<file path="src/rtl/sync_fifo_ctrl.sv">
`default_nettype none
// ============================================================================
// Module      : sync_fifo_ctrl
// Description : Single-clock FIFO controller. Owns the read/write pointers,
//               occupancy and status/error flags, and drives both ports of an
//               external dual-port RAM that holds the data words. Standard
//               (non-FWFT) read: data appears one cycle after an accepted pop.
// Revision    : 1.0 - initial release
// ============================================================================
module sync_fifo_ctrl #(
    parameter int ADDR_WIDTH = 10,
    parameter int DATA_WIDTH = 32,
    parameter int AF_LEVEL   = (2**ADDR_WIDTH) - 4,
    parameter int AE_LEVEL   = 4
) (
    input  logic                  clk,
    input  logic                  rst,
    // push side
    input  logic                  wr_en,
    input  logic [DATA_WIDTH-1:0] wr_data,
    output logic                  full,
    output logic                  almost_full,
    // pop side
    input  logic                  rd_en,
    output logic [DATA_WIDTH-1:0] rd_data,
    output logic                  rd_valid,
    output logic                  empty,
    output logic                  almost_empty,
    // status
    output logic [ADDR_WIDTH:0]   count,
    output logic                  overflow,
    output logic                  underflow,
    // RAM write port
    output logic                  ram_w_en,
    output logic [ADDR_WIDTH-1:0] ram_w_addr,
    output logic [DATA_WIDTH-1:0] ram_w_data,
    // RAM read port
    output logic                  ram_r_en,
    output logic [ADDR_WIDTH-1:0] ram_r_addr,
    input  logic [DATA_WIDTH-1:0] ram_r_data,
    output logic                  ram_rst_n
);

    // Thresholds sized to the occupancy counter so comparisons are width-matched.
    localparam logic [ADDR_WIDTH:0] c_AF_LEVEL = (ADDR_WIDTH+1)'(AF_LEVEL);
    localparam logic [ADDR_WIDTH:0] c_AE_LEVEL = (ADDR_WIDTH+1)'(AE_LEVEL);

    // Pointers carry one extra wrap bit so full and empty are distinguishable.
    logic [ADDR_WIDTH:0] wr_ptr_q, wr_ptr_d;
    logic [ADDR_WIDTH:0] rd_ptr_q, rd_ptr_d;
    logic                rd_valid_q, rd_valid_d;
    logic                overflow_q, overflow_d;
    logic                underflow_q, underflow_d;

    logic                w_empty;
    logic                w_full;
    logic                w_push;
    logic                w_pop;
    logic [ADDR_WIDTH:0] w_count;

    // Status is derived purely from the registered pointers (start-of-cycle view).
    always_comb begin
        w_empty = (wr_ptr_q == rd_ptr_q);
        w_full  = (wr_ptr_q[ADDR_WIDTH-1:0] == rd_ptr_q[ADDR_WIDTH-1:0]) &&
                  (wr_ptr_q[ADDR_WIDTH] != rd_ptr_q[ADDR_WIDTH]);
        w_count = wr_ptr_q - rd_ptr_q;
        // Reset suppresses any RAM access in the cycle it is asserted.
        w_push  = wr_en & ~w_full & ~rst;
        w_pop   = rd_en & ~w_empty & ~rst;
    end

    // Next-state: advance pointers on accepted requests, latch sticky errors.
    always_comb begin
        wr_ptr_d    = wr_ptr_q;
        rd_ptr_d    = rd_ptr_q;
        rd_valid_d  = w_pop;
        overflow_d  = overflow_q;
        underflow_d = underflow_q;
        if (w_push) begin
            wr_ptr_d = wr_ptr_q + 1'b1;
        end
        if (w_pop) begin
            rd_ptr_d = rd_ptr_q + 1'b1;
        end
        if (wr_en && w_full) begin
            overflow_d = 1'b1;
        end
        if (rd_en && w_empty) begin
            underflow_d = 1'b1;
        end
    end

    // State registers with synchronous reset; reset also drops any in-flight read.
    always_ff @(posedge clk) begin
        if (rst) begin
            wr_ptr_q    <= '0;
            rd_ptr_q    <= '0;
            rd_valid_q  <= 1'b0;
            overflow_q  <= 1'b0;
            underflow_q <= 1'b0;
        end else begin
            wr_ptr_q    <= wr_ptr_d;
            rd_ptr_q    <= rd_ptr_d;
            rd_valid_q  <= rd_valid_d;
            overflow_q  <= overflow_d;
            underflow_q <= underflow_d;
        end
    end

    // Output mapping: status flags and combinational RAM port drive.
    always_comb begin
        empty        = w_empty;
        full         = w_full;
        count        = w_count;
        almost_full  = (w_count >= c_AF_LEVEL);
        almost_empty = (w_count <= c_AE_LEVEL);
        overflow     = overflow_q;
        underflow    = underflow_q;
        rd_valid     = rd_valid_q;
        rd_data      = ram_r_data;
        ram_w_en     = w_push;
        ram_w_addr   = wr_ptr_q[ADDR_WIDTH-1:0];
        ram_w_data   = wr_data;
        ram_r_en     = w_pop;
        ram_r_addr   = rd_ptr_q[ADDR_WIDTH-1:0];
        ram_rst_n    = ~rst;
    end

endmodule
`default_nettype wire

</file>
<file path="config.mk">
export PLATFORM = sky130hd
export DESIGN_NAME = sync_fifo_ctrl
export DESIGN_NICKNAME = d
export VERILOG_FILES = /design/src/rtl/sync_fifo_ctrl.sv
export SDC_FILE = /design/constraint.sdc
export NUM_CORES = 1
export LEC_CHECK = 0
export CAP_MARGIN = 25
export CORE_MARGIN = 2
export CORE_UTILIZATION = 35
export DETAILED_ROUTE_END_ITERATION = 8
export MAX_ROUTING_LAYER = met4
export PLACE_DENSITY = 0.82
export REMOVE_ABC_BUFFERS = 1
export SLEW_MARGIN = 10
export SYNTH_ARGS = -nofsm -noshare
export SYNTH_HDL_FRONTEND = slang
export SYNTH_SLANG_ARGS = --single-unit
</file>
<file path="constraint.sdc">
create_clock -name clk -period 3.35 [get_ports clk]
set_input_delay 0.67 -clock clk [delete_from_list [all_inputs] [get_ports clk]]
set_output_delay 0.67 -clock clk [all_outputs]
set_load 0.1 [all_outputs]
</file>
=== Word-level counts from Yosys, hierarchy flattened ===
Cells that the tools add are included.

* Add/sub/neg operators: 3
* Order comparisons: 2
* Equal/unequal tests: 3
* Bitwise operators: 7
* Reductions and logical operators: 3

{| class="wikitable"
|+ Operators with widths
! kind !! count
|-
| $add 11x1->11 const B || 2
|-
| $eq 11x11->1 || 1
|-
| $ge 11x10->1 const B || 1
|-
| $le 11x3->1 const B || 1
|-
| $sub 11x11->11 || 1
|-
| $eq 10x10->1 || 1
|-
| $and 1x1->1 || 4
|-
| $logic_and 1x1->1 || 3
|-
| $not 1->1 || 3
|-
| $ne 1x1->1 || 1
|}

* Flip-flop bits (word level): 25
* Input bits: 68
* Output and inout bits: 105

=== Logic depth before layout (Yosys ltp) ===
* Word-level depth: 5
* Mapped depth: 10

=== Worst setup path after synthesis ===
OpenSTA, ideal clock, no wires.

* Path type: flip-flop to output port
* Start: reg wr_ptr_q[0]
* End: out almost_empty
* Arrival: 5.554 ns
* Required time: 2.680 ns
* Slack: -2.874 ns
* Cell stages (with the launch flop): 11
* Buffers on the path: 0
* Cell sequence: dfxtp_1 inv_1 ha_1 inv_1 fa_1 a211oi_2 o21ai_1 a211o_1 a21oi_1 xnor2_1 nor4_1

* Cells in the longest elaborated chain, start to end: 2

{| class="wikitable"
|+ Ends and longest elaborated chain
! item !! RTL line !! source
|-
| start: declaration || 49 || <nowiki>logic [ADDR_WIDTH:0] wr_ptr_q, wr_ptr_d;</nowiki>
|-
| start signal: assignment || 102 || <nowiki>wr_ptr_q <= wr_ptr_d;</nowiki>
|-
| $sub 11x11->11 || 66 || <nowiki>w_count = wr_ptr_q - rd_ptr_q;</nowiki>
|-
| named net count[10] || 30 || <nowiki>output logic [ADDR_WIDTH:0] count,</nowiki>
|-
| $le 11x3->1 || 116 || <nowiki>almost_empty = (w_count <= c_AE_LEVEL);</nowiki>
|-
| end: declaration || 28 || <nowiki>output logic almost_empty,</nowiki>
|}

The timed path passes the listed nets, and every way through them passes these cells.

=== Final worst setup path ===
* Start: reg wr_ptr_q[0]
* End: out almost_empty

* Cells in the longest elaborated chain, start to end: 2

{| class="wikitable"
|+ Ends and longest elaborated chain
! item !! RTL line
|-
| $sub 11x11->11 || 66
|-
| $le 11x3->1 || 116
|}

Every way passes these cells.

==> metrics.csv <==
stage,metric,value,unit
status,status,finished with violations,
status,failing checks,setup timing,
drt,via/cell ratio,5.49,
cells_and_area,"commonest cells after routing, fill and taps aside","43 x buf_4, 30 x nor2_1, 20 x dfxtp_1, 16 x inv_1, 14 x nand2_1",
global_routing,antenna violations before repair,0,
die,initial core utilization,35.7,%
die,Die Wd,86.5,um
cells_and_area,Post-layout nets,356,
critical_path,CP Max Fanout,3,
timing,maximum clock frequency,292,MHz
power,P_leak,0.00105,uW
drt,DRC viols,0,
global_routing,largest net degree at the start of global routing,16,
synth,Yosys top cell by area,buf_4,
timing,hold slack,0.481,ns
clock_tree,CTS Buf Count,3,
timing,Slew HR,35.3,%
drt,Initial DRT Pass Iterations,4,
cells_and_area,n_diodes,0,
die,top-level I/O count,173,
clock_tree,CTS tree,yes,
synth,synthesized cell area,2380,um2
critical_path,R2R cell count,8,
clock_tree,CTS max path bufs,2,
die,Row Count,30,
clock_tree,CTS Root Cell,clkbuf_8,
critical_path,Buf/Inv on CP,4,
timing,RSZ-0062 raised after global routing,yes,
timing,fin crit period,3.42,ns
synth,post-synth top area share,26.8,%
cells_and_area,"commonest non-fill, non-tap cell in the layout",buf_4,
global_routing,total congestion overflow,0,
placed_design,placed cell areas,2380,um2
placed_design,global placement routability congestion,0.881,
critical_path,CP endpoint kind,primary output,
drt,1st-iter DRT viols,72,
critical_path,critical path type,flop to primary output,
global_routing,wire length of the first global-routing pass,13800,um
synth,Syn. warnings,0,
cells_and_area,number of fill cells,666,
synth,Post-synth EDFFs,0,
synth,share of synthesized registers carrying an async set or reset,0,%
clock_tree,CTS H-tree depth,1,
critical_path,Crit-path slowest cell,fa_2,
clock_tree,latest clock arrival within the worst-skew pair,0.27,ns
drt,WL final,9930,um
timing,Final setup viols,1,
synth,Yosys cell types,47,
synth,commonest register cell after synthesis,dfxtp_1,
run,max_cap viols,0,
critical_path,critical path required time,2.68,ns
die,die area,7490,um2
synth,Syn Inst Count,301,
synth,synthesized area per cell,7.92,um2
power,power density over the cells,652,nW/um2
clock_tree,clock sinks,25,
placed_design,Port Buf Inserts,44,
critical_path,Critical Path Most Common Cell,inv_2,
hold_path,Worst Hold Class,flop to flop,
drt,WL per Instance,28.0,um
timing,worst setup slack after layout,-0.0727,ns
timing,Worst Max-Slew Pin Slew,0.967,ns
die,core area,6680,um2
critical_path,CP Cell Sequence,inv_2 -> ha_4 -> inv_2 -> fa_2 -> a211oi_4 -> o21ai_2 -> a211o_1 -> a21oi_2 -> xnor2_2 -> nor4_2 -> buf_4 -> buf_12,
critical_path,Worst Setup Start Kind,flop,
synth,synthesis-stage register bit count,25,
cells_and_area,layout cells sized above 1,31.4,%
global_routing,GRT Overall Usage,27.1,%
critical_path,max incr delay on CP,0.37,ns
critical_path,Levels on crit path,12,
cells_and_area,"Design Area, Final",2580,um2
placed_design,DP Worst Slack,0.0184,ns
placed_design,DP HPWL,8540,um
die,Die Ht,86.5,um
timing,max-slew violation count,0,
drt,Via Count,1944,
power,"IR drop worst, VDD",0.000280,V
timing,final hold violation count,0,
global_routing,vias in the first global route,1882,
clock_tree,"Reg clk slew, reported paths",0.09,ns
hold_path,hold path depth,2,
drt,post-route ant nets,0,
synth,"top cells by area, synth","buf_4 27%, dfxtp_1 21%, ha_1 6.3%",
cells_and_area,area growth from synthesis to layout,8.45,%
timing,Fin Clk Skew,0.00455,ns
critical_path,Top delay family on crit path,compound AO/OA/AOI/OAI gates,
synth,post-synthesis sequential area ratio,21.0,%
timing,Final Cycle Share,102,%
critical_path,CP arrival,2.75,ns
## through the flow
stage          total power, uW  util, %  instances  TNS, ns
2_1_floorplan             1100        -        210   -26.69
3_3_place_gp              1430     35.7        343        0
3_5_place_dp              1440     35.7        343        0
4_1_cts                   1670     37.8        353  -0.0206
5_1_grt                   1740     38.7        354   -0.214
6_report                  1680     38.7        354  -0.0727
## where the power goes
group          switching (uW)  internal [uW]  leakage [uW]
clock                    92.2           85.0     0.0000228
combinational             808            379      0.000819
sequential               11.1            310      0.000204
## worst reg2reg max path, stage by stage, from the launching register on
cell and delay (ns):
dfxtp_1 0.41, inv_1 0.09, ha_1 0.36, and4_1 0.27, a41oi_4 0.27, and3_1 0.34
or3b_1 0.39, xor2_1 0.16, nor2_1 0.06
## logic make-up (layout without fill, tap and decap cells)
family	after synthesis	in the layout	synth area share, %
AND/OR/NAND/NOR	90	90	19.3
flip-flops	25	25	21.0
XOR/XNOR	26	26	9.87
AO/OA/AOI/OAI	38	38	11.8
adder cells (fa/ha/maj)	13	13	7.14
buffers and inverters	109	82	30.9
## final timing paths
path / from / slack [ns] / to
max: wr_ptr_q[0] / -0.07 / almost_empty
min: underflow / 0.48 / underflow
max reg2reg: rd_ptr_q[6] / 0.88 / rd_ptr_q[10]
min reg2reg: underflow / 0.48 / underflow
## synthesized netlist by cell type, drive strengths merged, types with 3 or more instances
master,count
buf,88
nor2,30
dfxtp,25
inv,18
xnor2,16
a21oi,14
nand2,14
ha,12
nor3,10
xor2,10
o21ai,9
nand4,8
nand3,5
nor2b,5
nor4,4
and4,3
clkbuf,3
or3,3
## per-layer routing
layer  vias to the layer above  track usage (%)  wire, um
met2                       159             42.9      4560
li1                        867                -         -
met1                       906             22.4      2810
met4                         0             4.69       123
met5                         -                -         0
met3                        12             28.4      2440
## flip-flops by register name, summed over array words and instances (netlist names)
signal     count
rd_ptr_q      11
overflow       1
underflow      1
rd_valid       1
wr_ptr_q      11
## area by class of cell
class	instances	area [um2]	share of cell area [%]
Sequential cell	25	507	19.6
Multi-Input combinational cell	167	1240	48.1
Timing Repair Buffer	60	623	24.1
Inverter	18	67.6	2.61
Tap cell	80	100	3.87
Clock buffer	4	45.0	1.74
## what timing repair did
item,4_1_cts,5_1_grt
setup buffers,6,3
gates resized for setup,15,11
hold buffers,0,0
endpoints found under the setup margin,3,4
pin swaps,11,6
Power figures use the tool's default switching activity.
